===== config.mk =====
export PLATFORM = sky130hd
export DESIGN_NAME = vga_vram_arbiter
export DESIGN_NICKNAME = d
export VERILOG_FILES = /design/src/rtl/vga_vram_arbiter_pkg.sv /design/src/rtl/vga_vram_arbiter.sv
export SDC_FILE = /design/constraint.sdc
export NUM_CORES = 1
export LEC_CHECK = 0
export BUFFER_PORTS_ARGS = -buffer_cell sky130_fd_sc_hd__buf_2
export CAP_MARGIN = 10
export CORE_UTILIZATION = 42
export CTS_CLUSTER_DIAMETER = 100
export DETAILED_ROUTE_END_ITERATION = 16
export PLACE_DENSITY = 0.77
export SYNTH_ARGS = -nofsm -noshare
export SYNTH_HDL_FRONTEND = slang
export SYNTH_SLANG_ARGS = --single-unit

===== constraint.sdc =====
create_clock -name clock -period 1.5 [get_ports clock]
set_input_delay 0.075 -clock clock [delete_from_list [all_inputs] [get_ports clock]]
set_output_delay 0.075 -clock clock [all_outputs]
set_load 0.01 [all_outputs]

===== src/rtl/vga_vram_arbiter_pkg.sv =====
// Shared types and defaults for the VGA/CPU video RAM arbiter.
//   VRAM_ADDR_WIDTH / VRAM_DATA_WIDTH : default VRAM geometry
//   CPU_MAX_WAIT_DEFAULT             : default CPU starvation threshold
//   cpu_state_e                      : CPU-side transaction state
package vga_vram_arbiter_pkg;

   localparam int unsigned VRAM_ADDR_WIDTH      = 12;
   localparam int unsigned VRAM_DATA_WIDTH      = 32;
   localparam int unsigned CPU_MAX_WAIT_DEFAULT = 64;

   typedef enum logic [1:0] {
      CPU_IDLE    = 2'd0,
      CPU_RD_ADDR = 2'd1,
      CPU_RD_DATA = 2'd2,
      CPU_ACK     = 2'd3
   } cpu_state_e;

   // State entered on a CPU grant: writes complete immediately, reads walk the pipe.
   function automatic cpu_state_e cpu_grant_state(input logic write);
      return write ? CPU_ACK : CPU_RD_ADDR;
   endfunction

endpackage


===== src/rtl/vga_vram_arbiter.sv =====
// Arbitrates one single-port synchronous VRAM between video scanout (strict
// priority) and a CPU req/ack port served in free cycles.
// Ports:
//   clock, reset                 : single clock, synchronous active-high reset
//   video_req/addr               : one-cycle fetch request
//   video_data/video_data_valid  : fetched word, pulsed 3 edges after request
//   cpu_req/write/addr/wdata/be  : CPU request, held until cpu_ack
//   cpu_rdata/cpu_ack            : completion pulse (with read data on reads)
//   cpu_starved                  : CPU waited CPU_MAX_WAIT cycles without grant
//   mem_addr/we/be/wdata/rdata   : registered VRAM interface, 1-cycle read latency
module vga_vram_arbiter
   import vga_vram_arbiter_pkg::*;
#(
   parameter int unsigned ADDR_WIDTH   = VRAM_ADDR_WIDTH,
   parameter int unsigned DATA_WIDTH   = VRAM_DATA_WIDTH,
   parameter int unsigned CPU_MAX_WAIT = CPU_MAX_WAIT_DEFAULT
) (
   input  logic                    clock,
   input  logic                    reset,
   input  logic                    video_req,
   input  logic [ADDR_WIDTH-1:0]   video_addr,
   output logic [DATA_WIDTH-1:0]   video_data,
   output logic                    video_data_valid,
   input  logic                    cpu_req,
   input  logic                    cpu_write,
   input  logic [ADDR_WIDTH-1:0]   cpu_addr,
   input  logic [DATA_WIDTH-1:0]   cpu_wdata,
   input  logic [DATA_WIDTH/8-1:0] cpu_be,
   output logic [DATA_WIDTH-1:0]   cpu_rdata,
   output logic                    cpu_ack,
   output logic                    cpu_starved,
   output logic [ADDR_WIDTH-1:0]   mem_addr,
   output logic                    mem_we,
   output logic [DATA_WIDTH/8-1:0] mem_be,
   output logic [DATA_WIDTH-1:0]   mem_wdata,
   input  logic [DATA_WIDTH-1:0]   mem_rdata
);

   localparam int unsigned BE_WIDTH  = DATA_WIDTH / 8;
   localparam int unsigned CNT_WIDTH = $clog2(CPU_MAX_WAIT + 1);
   localparam logic [CNT_WIDTH-1:0] CNT_MAX = CNT_WIDTH'(CPU_MAX_WAIT);

   cpu_state_e            state_q, state_d;
   logic                  grant_video_c;
   logic                  grant_cpu_c;
   logic [CNT_WIDTH-1:0]  wait_q, wait_d;

   logic [1:0]            vpipe_q;
   logic [DATA_WIDTH-1:0] video_data_q;
   logic                  video_valid_q;
   logic [DATA_WIDTH-1:0] cpu_rdata_q;
   logic                  cpu_ack_q;
   logic                  cpu_starved_q;
   logic [ADDR_WIDTH-1:0] mem_addr_q;
   logic                  mem_we_q;
   logic [BE_WIDTH-1:0]   mem_be_q;
   logic [DATA_WIDTH-1:0] mem_wdata_q;

   // CPU state register
   always_ff @(posedge clock) begin
      if (reset) state_q <= CPU_IDLE;
      else       state_q <= state_d;
   end

   // Grant decision, CPU next state and wait counter
   always_comb begin
      state_d       = state_q;
      grant_video_c = video_req;
      grant_cpu_c   = 1'b0;
      wait_d        = wait_q;
      unique case (state_q)
         CPU_IDLE: begin
            if (!video_req && cpu_req) begin
               grant_cpu_c = 1'b1;
               state_d     = cpu_grant_state(cpu_write);
            end
         end
         CPU_RD_ADDR: state_d = CPU_RD_DATA;
         CPU_RD_DATA: state_d = CPU_ACK;
         CPU_ACK:     state_d = CPU_IDLE;
         default:     state_d = CPU_IDLE;
      endcase
      if (grant_cpu_c) begin
         wait_d = '0;
      end else if (state_q == CPU_IDLE && cpu_req && wait_q != CNT_MAX) begin
         wait_d = wait_q + CNT_WIDTH'(1);
      end
   end

   // Registered datapath: VRAM command, video valid pipe, CPU response
   always_ff @(posedge clock) begin
      if (reset) begin
         wait_q        <= '0;
         vpipe_q       <= '0;
         video_data_q  <= '0;
         video_valid_q <= 1'b0;
         cpu_rdata_q   <= '0;
         cpu_ack_q     <= 1'b0;
         cpu_starved_q <= 1'b0;
         mem_addr_q    <= '0;
         mem_we_q      <= 1'b0;
         mem_be_q      <= '0;
         mem_wdata_q   <= '0;
      end else begin
         wait_q        <= wait_d;
         cpu_starved_q <= (wait_d == CNT_MAX);
         if (grant_video_c)    mem_addr_q <= video_addr;
         else if (grant_cpu_c) mem_addr_q <= cpu_addr;
         mem_we_q <= grant_cpu_c && cpu_write;
         if (grant_cpu_c && cpu_write) begin
            mem_be_q    <= cpu_be;
            mem_wdata_q <= cpu_wdata;
         end
         // mem_rdata for a read granted two edges ago is present now
         vpipe_q       <= {vpipe_q[0], grant_video_c};
         video_valid_q <= vpipe_q[1];
         if (vpipe_q[1]) video_data_q <= mem_rdata;
         if (state_q == CPU_RD_DATA) cpu_rdata_q <= mem_rdata;
         cpu_ack_q <= (state_d == CPU_ACK);
      end
   end

   assign video_data       = video_data_q;
   assign video_data_valid = video_valid_q;
   assign cpu_rdata        = cpu_rdata_q;
   assign cpu_ack          = cpu_ack_q;
   assign cpu_starved      = cpu_starved_q;
   assign mem_addr         = mem_addr_q;
   assign mem_we           = mem_we_q;
   assign mem_be           = mem_be_q;
   assign mem_wdata        = mem_wdata_q;

endmodule

Yosys cells after proc, flatten, opt, wreduce, memory -nomap -nowiden
Index checks and enable logic that the tools add are counted.
{"block": "classes", "add_sub_neg": 1, "n_eq_ne": 6, "mux": 9, "reduce_logical": 7}
{"operator": "$mux W12", "count": 2}
{"operator": "$mux W7", "count": 2}
{"operator": "$pmux W2 S4", "count": 1}
{"operator": "$add A7 B1 Y7 const B", "count": 1}
{"operator": "$eq A7 B7 Y1 const B", "count": 1}
{"operator": "$ne A7 B7 Y1 const B", "count": 1}
{"operator": "$eq A2 B2 Y1 const B", "count": 3}
{"operator": "$logic_and A1 B1 Y1", "count": 4}
{"operator": "$mux W2", "count": 2}
{"operator": "$eq A2 B1 Y1 const B", "count": 1}
{"operator": "$logic_not A2 Y1", "count": 1}
{"operator": "$mux W1", "count": 2}
{"operator": "$reduce_bool A2 Y1", "count": 1}
{"operator": "$logic_not A1 Y1", "count": 1}
{"block": "totals", "ff_bits": 127, "in_bits": 97, "output_inout_bits": 116, "elab_cells": 35}

Logic depth before layout (Yosys ltp)
{"block": "depth", "depth_word": 6, "depth_mapped": 7, "mapped_depth_nobuf": 6}

Worst setup path after synthesis
Ideal clock, no wire load.
{"block": "synth_path", "path_kind": "register to register", "startpoint": "reg state_q[0]", "endpoint": "reg cpu_starved_q (netlist: cpu_starved)", "setup_time_ps": 103, "arrival_ps": 1490, "required_ps": 1397, "slack_ps": -94, "stages_incl_launch_ff": 7, "path_buffers": 0, "period_less_slack_ps": 1594, "path_cell_list": "dfxtp_1 inv_1 ha_1 a311o_1 o21ai_0 nand4_1 a2111oi_2"}
{"block": "synth_via", "elab_chain_len": 6, "elab_cells_between_ends": 7, "classes_between": "eq/ne: 1; mux: 3; reduce/logical: 3"}
{"item": "start: declaration", "line_no": "vga_vram_arbiter.sv:43", "rtl": "cpu_state_e state_q, state_d;"}
{"item": "start signal: assignment", "line_no": "vga_vram_arbiter.sv:62", "rtl": "else state_q <= state_d;"}
{"item": "$logic_not A2 Y1 *", "line_no": "vga_vram_arbiter.sv:71, vga_vram_arbiter.sv:85"}
{"item": "$logic_and A1 B1 Y1 (2 in a row)", "line_no": "vga_vram_arbiter.sv:85", "rtl": "end else if (state_q == CPU_IDLE && cpu_req && wait_q != CNT_MAX) begin"}
{"item": "$mux W7", "line_no": "vga_vram_arbiter.sv:85"}
{"item": "$mux W7 *", "line_no": "vga_vram_arbiter.sv:83", "rtl": "if (grant_cpu_c) begin"}
{"item": "$eq A7 B7 Y1 *", "line_no": "vga_vram_arbiter.sv:106", "rtl": "cpu_starved_q <= (wait_d == CNT_MAX);"}
{"item": "end signal: assignment", "line_no": "vga_vram_arbiter.sv:106"}
{"item": "end: declaration", "line_no": "vga_vram_arbiter.sv:53", "rtl": "logic cpu_starved_q;"}
Every way passes the cells marked *; elsewhere a longest branch is shown, timed or not.
A chain may end at the register's enable or synchronous reset.

Worst setup path after layout
{"block": "layout_path", "startpoint": "reg wait_q[0]", "endpoint": "reg cpu_starved_q (netlist: cpu_starved)"}
{"block": "layout_via", "elab_chain_len": 5, "elab_cells_between_ends": 6, "classes_between": "add/sub: 1; eq/ne: 2; mux: 2; reduce/logical: 1"}
{"item": "start: declaration", "line_no": "vga_vram_arbiter.sv:46", "rtl": "logic [CNT_WIDTH-1:0] wait_q, wait_d;"}
{"item": "start signal: assignment", "line_no": "vga_vram_arbiter.sv:105", "rtl": "wait_q <= wait_d;"}
{"item": "branches (longest 2 deep; another with $add A7 B1 Y7)"}
{"item": "$mux W7 *", "line_no": "vga_vram_arbiter.sv:85"}
{"item": "$mux W7 *", "line_no": "vga_vram_arbiter.sv:83"}
{"item": "$eq A7 B7 Y1 *", "line_no": "vga_vram_arbiter.sv:106"}
Every way passes the cells marked *.

==> metrics.csv <==
stage;metric;value;unit
pwr;peak supply drop;0.00111;V
logic_synthesis;synth unique cells;33;
timing;worst slew pin tran;499;ps
timing;Clock Skew;10.0;ps
cells_and_area;filler cell count;738;
floorplan;core region area;10900;sq um
detailed_routing;final WL;15700;microns
logic_synthesis;count leader, synth;dfxtp_1;
placed_design;Detailed Place HPWL;8530;microns
floorplan;DIE WIDTH;108;microns
pwr;pwr dens;1400;nW/um^2
timing;RSZ-0062 raised after global routing;yes;
grt;first-pass GRT wire length;22900;microns
cells_and_area;layout cells sized above 1;0.348;
logic_synthesis;Async S/R FF share, synth;0;
floorplan;die height;108;microns
worst_hold_path;HP Class;input port to register;
cts;CTS buffer count;17;
logic_synthesis;Mapped Area;4760;sq um
detailed_routing;Via density;5.04;
pwr;Design Power;10.8;mW
cells_and_area;Antenna Cells;0;
worst_setup_path;Startpoint Class;register;
logic_synthesis;number of synthesized flops with an enable pin;0;
logic_synthesis;commonest cells in the netlist;127 x dfxtp_1, 112 x nand2_1, 76 x nor2_1, 67 x mux2i_1, 49 x a21oi_1;
cts;Clock Pin Slew Worst Setup and Hold Paths;60;ps
worst_setup_path;CP Max Fanout;4;
grt;initial antenna violation count;0;
grt;vias in the first global route;4957;
logic_synthesis;top cell type's share of synthesized area;0.534;
cts;CTS H-tree lvls;4;
floorplan;Starting Density;0.435;
detailed_routing;DRC viols;0;
worst_setup_path;crit path kind;register to register;
floorplan;area of the die;11800;sq um
cts;CTS Sinks;127;
detailed_routing;routed len/inst;16.0;microns
logic_synthesis;Post-Syn Nets;620;
worst_setup_path;type of element capturing the critical path;register;
placed_design;I/O Buffers;212;
worst_hold_path;hold path cells;4;
grt;met2 Use GR;0.469;
cells_and_area;FF+latch area;2550;sq um
timing;setup_tns;-201;ps
logic_synthesis;Seq/Total Area, Yosys;0.534;
timing;setup ws final;-201;ps
grt;largest net degree at the start of global routing;67;
timing;Max Fclk;0.588;GHz
run;Max Cap Viol;0;
worst_setup_path;crit path DAT;2010;ps
cts;clock tree from TritonCTS;built;
cts;Clock Root Buffer;clkbuf_16;
grt;met1 Use GR;0.238;
detailed_routing;DR vias;4951;
logic_synthesis;Synth Flop Type;dfxtp_1;
logic_synthesis;area leader, netlist;dfxtp_1;
floorplan;row cnt;38;
logic_synthesis;top cells by area, synth;dfxtp_1 53%, mux2i_1 14%, nand2_1 8.8%;
timing;crit share post-route;1.13;
grt;total congestion overflow;0;
grt;Total Routing Usage GR;0.256;
logic_synthesis;Synth Warn #;0;
logic_synthesis;Post-Synthesis Cells;518;
cells_and_area;multi-input logic area;2140;sq um
timing;Slew Limit Fails;0;
detailed_routing;post-route ant nets;0;
logic_synthesis;Avg Cell Area, Syn;9.19;sq um
cells_and_area;Layout area overhead;62.6;%
timing;Final setup violation count;1;
cts;Skew-Pair Late Insertion Delay;420;ps
timing;Worst slew margin;0.668;
detailed_routing;initial drt markers;346;
grt;gr busiest metal;met2;
logic_synthesis;Synth Register Bits;127;
floorplan;IO Count;213;
timing;endpoints failing hold;0;
placed_design;Placer Congestion;0.828;
worst_setup_path;Crit path required time;1800;ps
status;failing checks;setup timing;
status;outcome;finished, violations left;
cells_and_area;Final nets;931;
grt;M3 GR Usage;0.0868;
timing;min Tclk post-route;1700;ps
pwr;Lkg Pwr;3.52;nW
cts;Longest Clk Path Bufs;2;
worst_setup_path;R2R depth;6;
detailed_routing;First-pass DRT Iterations;4;
==> metrics by stage <==
step | instances | hold slack [ps] | util | cell area, sq um | setup WS, ps
2_1_floorplan | 518 | 211 | - | 4780 | 4.49
3_3_place_gp | 855 | 314 | 0.555 | 6070 | -25.6
3_5_place_dp | 855 | 323 | 0.555 | 6070 | -72.5
4_1_cts | 977 | 7.89 | 0.695 | 7600 | 1.97
5_1_grt | 982 | 20.1 | 0.708 | 7740 | -261
6_report | 982 | 27.7 | 0.708 | 7740 | -201
==> sequential cells by signal (all words and copies together) (netlist names) <==
name,cells
cpu_ack,1
wait_q,7
mem_we,1
mem_addr,12
state_q,2
mem_wdata,32
cpu_rdata,32
video_data_valid,1
cpu_starved,1
mem_be,4
vpipe_q,2
video_data,32
==> area by class of cell <==
class,instances,share of cell area
Multi-Input combinational cell,354,0.277
Inverter,5,0.00242
Clock inverter,11,0.0210
Clock buffer,21,0.0595
Tap cell,140,0.0226
Sequential cell,127,0.330
Timing Repair Buffer,324,0.288
==> cells by family after synthesis <==
group | Yosys count | synth area share
flip-flops | 127 | 0.534
AND/OR/NAND/NOR | 207 | 0.178
AO/OA/AOI/OAI | 68 | 0.0841
XOR/XNOR | 6 | 0.0110
adder cells (fa/ha/maj) | 5 | 0.0131
buffers and inverters | 37 | 0.0363
multiplexers | 68 | 0.143
==> where the power goes <==
part / internal (mW) / switching, mW
clock network: 2.85 / 1.49
logic: 1.25 / 1.34
registers: 3.72 / 0.190
==> path summary, 6_finish.rpt <==
path                            slack, ps     endpoint        start
worst max register to register       -200  cpu_starved    wait_q[0]
worst max-delay path                 -200  cpu_starved    wait_q[0]
worst min register to register        450   vpipe_q[1]   vpipe_q[0]
worst min-delay path                   30  mem_addr[0]  cpu_addr[0]
==> critical path: stages, from the launching register on <==
cell,delay [ps]
dfxtp_4,360
ha_4,170
buf_4,130
xor2_1,130
nor3_1,240
mux2i_1,180
a2111oi_2,380
==> repair_timing <==
item,4_1_cts,5_1_grt
pin swaps,3,10
cloned,0,1
hold buffers,90,0
resized for setup,4,20
buffers inserted,0,4
endpoints found under the setup margin,2,9
hold endpoints to repair,113,0
==> metal layers <==
metal	wire length [microns]	vias to the layer above
li1	-	2330
met1	5750	2319
met2	8310	245
met3	1080	57
met4	583	0
met5	0	-
==> cells in the final DEF (no fill, tap or decap), types with 3 or more instances in the layout <==
cell type      instances
dlygate4sd3_1         90
bufinv_16              4
nor2b_1                4
a21o_1                13
buf_2                211
nand2_1              112
dfxtp_1              122
nor2_1                76
a21oi_2                5
mux2i_1               67
a21oi_1               44
clkinv_2               4
buf_6                  3
clkinvlp_4             3
buf_4                 13
inv_1                  3
dfxtp_2                4
clkbuf_16             18
buf_12                 6
xor2_1                 3
(Power assumes the default switching activity.)
